<file path="src/rtl/sr_cmd_gen_pkg.sv">
// Shared FSM encoding and parameter defaults for the SR command generator.
package sr_cmd_pkg;

  localparam int unsigned DB_CYCLES_DEF = 4;
  localparam int unsigned HOLDOFF_DEF   = 8;
  localparam int unsigned CNT_W_DEF     = 8;

  typedef enum logic [1:0] {
    ST_IDLE    = 2'd0,
    ST_PULSE_S = 2'd1,
    ST_PULSE_R = 2'd2,
    ST_HOLDOFF = 2'd3
  } state_e;

endpackage

</file>
<file path="src/rtl/sr_cmd_gen_if.sv">
// Request/response bundle between a request source and the SR command generator.
interface sr_cmd_gen_if;
  logic set_req;
  logic rst_req;
  logic s;
  logic r;
  logic q_pred;
  logic busy;
  logic drop;

  modport master (output set_req, rst_req, input s, r, q_pred, busy, drop);
  modport slave  (input set_req, rst_req, output s, r, q_pred, busy, drop);
endinterface

</file>
<file path="src/rtl/sr_cmd_gen_debounce.sv">
// Per-channel synchroniser, optional debounce filter and registered rising-edge event.
// Filter is present only when SR_CMD_DEBOUNCE_EN is defined.
module sr_debounce
  import sr_cmd_pkg::*;
#(
  parameter int unsigned DB_CYCLES = DB_CYCLES_DEF,
  parameter int unsigned CNT_W     = CNT_W_DEF
) (
  input  logic clk,
  input  logic rst,
  input  logic i_req,
  output logic o_evt
);

  logic r_sync1;
  logic r_sync2;
  logic r_filt_d;
  logic r_evt;
  logic w_filt;

  if ((64'(DB_CYCLES) < 64'(1)) || (64'(DB_CYCLES) >= (64'(1) << CNT_W))) begin : g_bad_db
    $error("sr_debounce: DB_CYCLES outside 1..2^CNT_W-1");
  end

  always_ff @(posedge clk or posedge rst) begin
    if (rst) begin
      r_sync1 <= 1'b0;
      r_sync2 <= 1'b0;
    end else begin
      r_sync1 <= i_req;
      r_sync2 <= r_sync1;
    end
  end

`ifdef SR_CMD_DEBOUNCE_EN
  logic             r_filt;
  logic [CNT_W-1:0] r_cnt;

  // Filtered level follows only after DB_CYCLES consecutive disagreeing samples.
  always_ff @(posedge clk or posedge rst) begin
    if (rst) begin
      r_filt <= 1'b0;
      r_cnt  <= '0;
    end else if (r_sync2 == r_filt) begin
      r_cnt <= '0;
    end else if (r_cnt == CNT_W'(DB_CYCLES - 1)) begin
      r_filt <= r_sync2;
      r_cnt  <= '0;
    end else begin
      r_cnt <= r_cnt + CNT_W'(1);
    end
  end

  assign w_filt = r_filt;
`else
  assign w_filt = r_sync2;
`endif

  always_ff @(posedge clk or posedge rst) begin
    if (rst) begin
      r_filt_d <= 1'b0;
      r_evt    <= 1'b0;
    end else begin
      r_filt_d <= w_filt;
      r_evt    <= w_filt & ~r_filt_d;
    end
  end

  assign o_evt = r_evt;

endmodule

</file>
<file path="src/rtl/sr_cmd_gen.sv">
// SR command generator: mutually exclusive one-cycle s/r pulses with holdoff and q shadow.
// Debounce filtering is compiled in with SR_CMD_DEBOUNCE_EN.
module sr_cmd_gen
  import sr_cmd_pkg::*;
#(
  parameter int unsigned DB_CYCLES = DB_CYCLES_DEF,
  parameter int unsigned HOLDOFF   = HOLDOFF_DEF,
  parameter int unsigned CNT_W     = CNT_W_DEF
) (
  input logic         clk,
  input logic         rst,
  sr_cmd_gen_if.slave bus
);

  logic             w_set_evt;
  logic             w_rst_evt;
  state_e           r_state;
  logic [CNT_W-1:0] r_hold_cnt;
  logic             r_s;
  logic             r_r;
  logic             r_q;
  logic             r_busy;
  logic             r_drop;

  if ((64'(HOLDOFF) < 64'(1)) || (64'(HOLDOFF) >= (64'(1) << CNT_W))) begin : g_bad_holdoff
    $error("sr_cmd_gen: HOLDOFF outside 1..2^CNT_W-1");
  end

  sr_debounce #(.DB_CYCLES(DB_CYCLES), .CNT_W(CNT_W)) u_db_set (
    .clk   (clk),
    .rst   (rst),
    .i_req (bus.set_req),
    .o_evt (w_set_evt)
  );

  sr_debounce #(.DB_CYCLES(DB_CYCLES), .CNT_W(CNT_W)) u_db_rst (
    .clk   (clk),
    .rst   (rst),
    .i_req (bus.rst_req),
    .o_evt (w_rst_evt)
  );

  // Reset request wins a tie; any event outside IDLE is discarded and flagged.
  always_ff @(posedge clk or posedge rst) begin
    if (rst) begin
      r_state    <= ST_IDLE;
      r_hold_cnt <= '0;
      r_s        <= 1'b0;
      r_r        <= 1'b0;
      r_q        <= 1'b1;
      r_busy     <= 1'b0;
      r_drop     <= 1'b0;
    end else begin
      r_s    <= 1'b0;
      r_r    <= 1'b0;
      r_drop <= 1'b0;
      case (r_state)
        ST_IDLE: begin
          if (w_rst_evt) begin
            r_state <= ST_PULSE_R;
            r_r     <= 1'b1;
            r_busy  <= 1'b1;
            r_drop  <= w_set_evt;
          end else if (w_set_evt) begin
            r_state <= ST_PULSE_S;
            r_s     <= 1'b1;
            r_busy  <= 1'b1;
          end
        end
        ST_PULSE_S, ST_PULSE_R: begin
          r_q        <= (r_state == ST_PULSE_S);
          r_state    <= ST_HOLDOFF;
          r_hold_cnt <= CNT_W'(HOLDOFF - 1);
          r_drop     <= w_set_evt | w_rst_evt;
        end
        ST_HOLDOFF: begin
          r_drop <= w_set_evt | w_rst_evt;
          if (r_hold_cnt == '0) begin
            r_state <= ST_IDLE;
            r_busy  <= 1'b0;
          end else begin
            r_hold_cnt <= r_hold_cnt - CNT_W'(1);
          end
        end
        default: r_state <= ST_IDLE;
      endcase
    end
  end

  assign bus.s      = r_s;
  assign bus.r      = r_r;
  assign bus.q_pred = r_q;
  assign bus.busy   = r_busy;
  assign bus.drop   = r_drop;

endmodule

</file>
<file path="src/flat_wrapper.sv">
// flat-port wrapper written by rule: the top's interface ports become plain ports
module sr_cmd_gen_flat import sr_cmd_pkg::*;
#(
  parameter int unsigned DB_CYCLES = DB_CYCLES_DEF,
  parameter int unsigned HOLDOFF   = HOLDOFF_DEF,
  parameter int unsigned CNT_W     = CNT_W_DEF
)
  (clk, rst, bus_set_req, bus_rst_req, bus_s, bus_r, bus_q_pred, bus_busy, bus_drop);
  sr_cmd_gen_if bus_i ();
  input logic clk;
  input logic rst;
  input wire logic [$bits(bus_i.set_req)-1:0] bus_set_req;
  input wire logic [$bits(bus_i.rst_req)-1:0] bus_rst_req;
  output wire logic [$bits(bus_i.s)-1:0] bus_s;
  output wire logic [$bits(bus_i.r)-1:0] bus_r;
  output wire logic [$bits(bus_i.q_pred)-1:0] bus_q_pred;
  output wire logic [$bits(bus_i.busy)-1:0] bus_busy;
  output wire logic [$bits(bus_i.drop)-1:0] bus_drop;
  assign bus_i.set_req = bus_set_req;
  assign bus_i.rst_req = bus_rst_req;
  assign bus_s = bus_i.s;
  assign bus_r = bus_i.r;
  assign bus_q_pred = bus_i.q_pred;
  assign bus_busy = bus_i.busy;
  assign bus_drop = bus_i.drop;
  sr_cmd_gen #(.DB_CYCLES(DB_CYCLES), .HOLDOFF(HOLDOFF), .CNT_W(CNT_W)) u_core (.clk(clk), .rst(rst), .bus(bus_i));
endmodule
</file>
<file path="config.mk">
export PLATFORM = sky130hd
export DESIGN_NAME = sr_cmd_gen_flat
export DESIGN_NICKNAME = d
export VERILOG_FILES = /design/src/rtl/sr_cmd_gen_pkg.sv /design/src/rtl/sr_cmd_gen_if.sv /design/src/rtl/sr_cmd_gen_debounce.sv /design/src/rtl/sr_cmd_gen.sv /design/src/flat_wrapper.sv
export SDC_FILE = /design/constraint.sdc
export NUM_CORES = 1
export LEC_CHECK = 0
export BUFFER_PORTS_ARGS = -buffer_cell sky130_fd_sc_hd__buf_2
export CORE_MARGIN = 5
export CORE_UTILIZATION = 51
export DETAILED_ROUTE_END_ITERATION = 6
export HOLD_SLACK_MARGIN = 0.08
export PLACE_DENSITY_LB_ADDON = 0.08
export SLEW_MARGIN = 20
export SYNTH_ARGS = -nofsm -noshare
export SYNTH_HDL_FRONTEND = slang
export SYNTH_SLANG_ARGS = --single-unit
export TNS_END_PERCENT = 10
</file>
<file path="constraint.sdc">
create_clock -name clk -period 1.53 [get_ports clk]
set_input_delay 0.2295 -clock clk [delete_from_list [all_inputs] [get_ports clk]]
set_output_delay 0.2295 -clock clk [all_outputs]
set_load 0.1 [all_outputs]
</file>
# == Yosys cells after proc, flatten, opt, wreduce, memory -nomap -nowiden ==
# Index checks and enable logic that the tools add are counted.
# totals
input_bits,4
regBits,23
output_inout_bits,5
elab_cells,53
# op_classes
reduce_logical,9
eq_ne,6
add_sub_neg,1
n_mux,17
bitwise_logic,5
# op_table
op,n
case mux 8 bit (2 select lines),1
two-way mux 1 bit,9
logical NOT 8 bit,1
two-way mux 8 bit,1
"subtractor 8 x 1 -> 8 bit, second input constant",1
two-way mux 2 bit,3
case mux 2 bit (3 select lines),1
"== test 2 bit, second input constant",2
case mux 1 bit (2 select lines),2
AND reduction 2 bit,2
nonzero test 2 bit,2
"inequality test 3 bit, second input constant",1
AND reduction 3 bit,1
OR reduction 3 bit,1
AND 1 bit,2
"== test 2 x 1 -> 1 bit, second input constant",1
logical NOT 2 bit,1
"inequality test 2 x 1 -> 1 bit, second input constant",1
"inequality test 2 bit, second input constant",1
NOT 1 bit,2
OR reduction 2 bit,1
bitwise OR 1 bit,1

# == Logic depth before layout (Yosys ltp) ==
# depth
word_depth,4
ltp_mapped,6
mapped_depth_nobuf,6

# == By module ==
# Synthesis repeated with hierarchy kept, for this count alone.
# hier_totals
hier_cells,87
area_unflattened_um2,1031.0
# modules_own_cells
mod,seq_area_each_um2,area_per_inst_um2,n_inst,cells_per_inst
sr_cmd_gen,376.6,795.8,1,75
sr_debounce,100.1,117.6,2,6

# == Least setup slack after synthesis ==
# No wires, ideal clock.
# synth_path
kind,reg-to-reg
startpoint,reg u_core.r_hold_cnt[0]
endpoint,reg u_core.r_state[1]
required_time_ns,1.401
path_slack_ns,-0.116
n_path_buf,0
t_arrival_ns,1.517
setup_time_ns,0.129
path_stages_with_launch,7
period_less_slack_ns,1.646
cell_sequence,dfrtp_1 inv_1 ha_1 or3b_1 o21ai_2 a21boi_2 o21ai_0
# synth_via
elab_chain_cells,3
# synth_lines
item,line_no,text
"start, declared",sr_cmd_gen.sv:18,logic [CNT_W-1:0] r_hold_cnt;
"start signal, assigned",sr_cmd_gen.sv:73,r_hold_cnt <= CNT_W'(HOLDOFF - 1);
"start signal, assigned",sr_cmd_gen.sv:82,r_hold_cnt <= r_hold_cnt - CNT_W'(1);
logical NOT 8 bit,sr_cmd_gen.sv:78,if (r_hold_cnt == '0) begin
inequality test 2 x 1 -> 1 bit (no line),n/a,
AND reduction 2 bit (no line),n/a,
"end signal, assigned",sr_cmd_gen.sv:72,r_state <= ST_HOLDOFF;
"end signal, assigned",sr_cmd_gen.sv:79,r_state <= ST_IDLE;
"end signal, assigned",sr_cmd_gen.sv:85,default: r_state <= ST_IDLE;
"end, declared",sr_cmd_gen.sv:17,state_e r_state;
# Every way passes these cells.
# A chain may end at the register's enable or synchronous reset.

# == Final worst setup path ==
# layout_path
startpoint,reg u_core.r_hold_cnt[0]
endpoint,reg u_core.r_state[0]
# Same word-level chain as after synthesis.

==> run summary <==
WP data required - 1780 ps
worst hold path class - input pin to async pin
leakage - 0.6462 nW
routed via count - 848
WL final - 2036 microns
CP Data Arrival Time - 1840 ps
Crit-path slowest cell - dfrtp_1
Least-Margin Pin Slew - 486.3 ps
area grow syn2layout - 30.83%
root buffer cell - clkbuf_4
CTS buffer count - 3
WL/cell - 13.05 microns
starting density of the core - 0.5329
Cell Area, Synth - 1035 sq um
most frequent cell after synthesis - dfrtp_1
Mapped Cells - 96
I/O pin count - 9
Async S/R FF share, synth - 1.000
Peak VDD IR - 0.001190 V
final period utilization - 1.040
Max FO, Critical Path - 6
Post-route DRC - 0
Avg Inst Size Synth - 10.78 sq um
DIE AREA - 3030 sq um
CTS tree - built
vias in the first global route - 830
part of the power in the clock network - 0.115
synth unique cells - 31
Switching Share - 0.4083
Slew Viols, Final - 0
Final WS setup - -61.71 ps
largest buffer count on any clock path - 2
internal power - 0.001387 W
Die W - 55.05 microns
total core area - 1942 sq um
Period minus WS final - 1592 ps
outcome - finished with violations
crit start category - flip-flop
FILL cells - 144
grt ovf - 0
max-cap violation count - 0
Reg power frac - 0.331
Comb power frac - 0.555
Ant. Diodes - 0
Final Wtd Congestion - 0.8371
# setup viols final - 2
layout cells sized above 1 - 0.3488
vias per cell - 5.436
row cnt - 16
GRT Util Overall - 0.1620
first-pass GRT wire length - 3408 microns
number of flops mapped to enable cells by yosys - 0
Worst-path clk slew - 120 ps
Die Ht - 55.05 microns
instance area at placement - 1225 sq um
Top FF cell, synth - dfrtp_1
number of nets with antenna violations after routing - 0
slew margin rel. - 0.6781
clock latency on the worst-skew pair - 300 ps
failing checks - negative setup slack
First DRT Iteration DRCs - 30
Post-synth top cells - 22 x dfrtp_1, 10 x nand2_1, 8 x inv_1
H-tree level count - 1
Final Skew - 4.129 ps
CP peak stage delay - 410 ps
sw power - 0.0009573 W
#FFs+latches synth - 23
port buffer count - 8
largest cells by area after synthesis - dfrtp_1 53%, ha_1 6.0%, nand2_1 3.6%
Sink Count - 23
Design Area, Final - 1354 sq um
pin count of the biggest net entering global routing - 14
Synthesis Warnings - 0
final net count - 139
worst path cell trace - inv_2, ha_4, or3b_4, o21ai_2, a21boi_4, a2bb2oi_2
Hold Vio Cnt, Final - 0
overall power - 0.002344 W
Setup CP Type - flip-flop to flip-flop
post-synth top area cell - dfrtp_1
initial antenna violation count - 0
share of the synthesized area in the top cell type - 0.5320
Syn Nets - 105
PwrDens - 1732 nW/um^2
CP endpoint kind - flip-flop
DR pass1 iterations - 4
RSZ-0062 raised after global routing - yes
post-DP HPWL - 1489 microns
Seq/Total Area, Yosys - 0.5574
FMAX - 628.3 MHz
-- power groups by stage --
stage | logic (W) | clock network, W | registers [W]
2_1_floorplan | 0.000588 | 0 | 0.000976
3_3_place_gp | 0.00111 | 0 | 0.000782
3_5_place_dp | 0.00112 | 0 | 0.000788
4_1_cts | 0.00118 | 0.000278 | 0.000773
5_1_grt | 0.00141 | 0.000307 | 0.000790
6_report | 0.00130 | 0.000269 | 0.000775
-- cell families (layout without fill, tap and decap cells) --
kind of cell / Yosys count / count (layout) / synth area share
xor gates and xnor gates: 1 / 1 / 0.008466
AOI/OAI and AO/OA: 22 / 22 / 0.1499
and+or+nand+nor: 34 / 34 / 0.1705
muxes: 2 / 2 / 0.02056
adders and majority gates: 5 / 5 / 0.06046
DFF: 23 / 23 / 0.5574
buffers and inverters: 9 / 42 / 0.03265
-- registers in the layout (all words and copies together), names as in the netlist --
register / cells
u_core.u_db_rst.r_sync1: 1
u_core.u_db_rst.o_evt: 1
u_core.bus.busy: 1
u_core.u_db_rst.r_filt_d: 1
u_core.bus.r: 1
u_core.u_db_set.o_evt: 1
u_core.r_state: 2
u_core.u_db_set.r_sync1: 1
u_core.bus.q_pred: 1
u_core.u_db_rst.r_sync2: 1
u_core.u_db_set.r_sync2: 1
u_core.bus.s: 1
u_core.bus.drop: 1
u_core.u_db_set.r_filt_d: 1
u_core.r_hold_cnt: 8
-- metrics by stage --
step	setup slack, ps	TNS [ps]	cells	hold slack, ps	utilization
after floorplan	-41.37	-75.14	96	230.7	-
after global placement	9.980	0	144	129.4	0.6308
after detailed placement	-39.85	-66.62	144	132.8	0.6308
after CTS	-36.34	-51.99	153	339.7	0.6714
after global routing	-145.6	-507.6	156	366.8	0.6972
final	-61.71	-105.4	156	349.5	0.6972
-- path summary, 6_finish.rpt --
kind / startpoint / to / slack, ps / depth (start not counted)
worst max register to register: u_core.r_hold_cnt[0] / u_core.r_state[0] / -60 / 6
max in group asynchronous: rst / u_core.bus.q_pred / 730 / 4
min in group clk: u_core.u_db_set.r_sync1 / u_core.u_db_set.r_sync2 / 370 / 0
worst min register to register: u_core.u_db_set.r_sync1 / u_core.u_db_set.r_sync2 / 370 / 0
worst max-delay path: u_core.r_hold_cnt[0] / u_core.r_state[0] / -60 / 6
worst min-delay path: rst / u_core.u_db_set.r_sync1 / 350 / 3
-- routing by layer --
metal | routed length (microns) | up-vias | part of all wire | GRT usage
met4 | 34 | 0 | 0.017 | 0.08907
li1 | - | 401 | - | -
met3 | 117 | 4 | 0.057 | 0.02681
met2 | 1035 | 28 | 0.51 | 0.2756
met5 | 0 | - | 0 | 0
met1 | 848 | 415 | 0.42 | 0.1938
-- worst max-delay path: cells and delay by family (launching register included) --
kind | cells | cell delay, ps
AO/OA/AOI/OAI | 3 | 490
adder cells (fa/ha/maj) | 1 | 130
buffers and inverters | 1 | 90
flip-flops | 1 | 410
AND/OR/NAND/NOR | 1 | 410
-- layout by cell type, fill, tap and decap left out, types with 2 or more instances in the layout --
| cell type | count |
|---|---|
| a21o_1 | 3 |
| a21oi_1 | 2 |
| a22oi_1 | 2 |
| buf_2 | 7 |
| buf_4 | 19 |
| clkbuf_4 | 4 |
| dfrtp_1 | 22 |
| dlygate4sd3_1 | 3 |
| ha_1 | 4 |
| inv_1 | 6 |
| inv_2 | 2 |
| nand2_1 | 10 |
| nand3_1 | 3 |
| nand4_1 | 2 |
| nor2_1 | 4 |
| nor2b_1 | 3 |
| nor3_1 | 2 |
| nor3b_1 | 2 |
| o21ai_0 | 5 |
| o21ai_1 | 2 |
-- what timing repair did --
item                                   in CTS  in global routing
hold buffers                                3                  0
resized for setup                           1                  7
endpoints found under the hold margin      24                  0
cloned                                      0                  0
buffers inserted                            2                  3
setup endpoints to repair                   4                 11
pin swaps                                   2                  3
-- final cells by class --
| class | count | area, sq um | area share |
|---|---|---|---|
| clock buffer | 3 | 22.52 | 0.01664 |
| sequential | 23 | 576.8 | 0.4261 |
| inverter | 8 | 30.03 | 0.02218 |
| multi-input combinational | 64 | 470.5 | 0.3475 |
| tap | 27 | 33.78 | 0.02495 |
| clock inverter | 1 | 5.005 | 0.003697 |
| timing repair buffer | 30 | 215.2 | 0.1590 |
(Power assumes the default switching activity.)
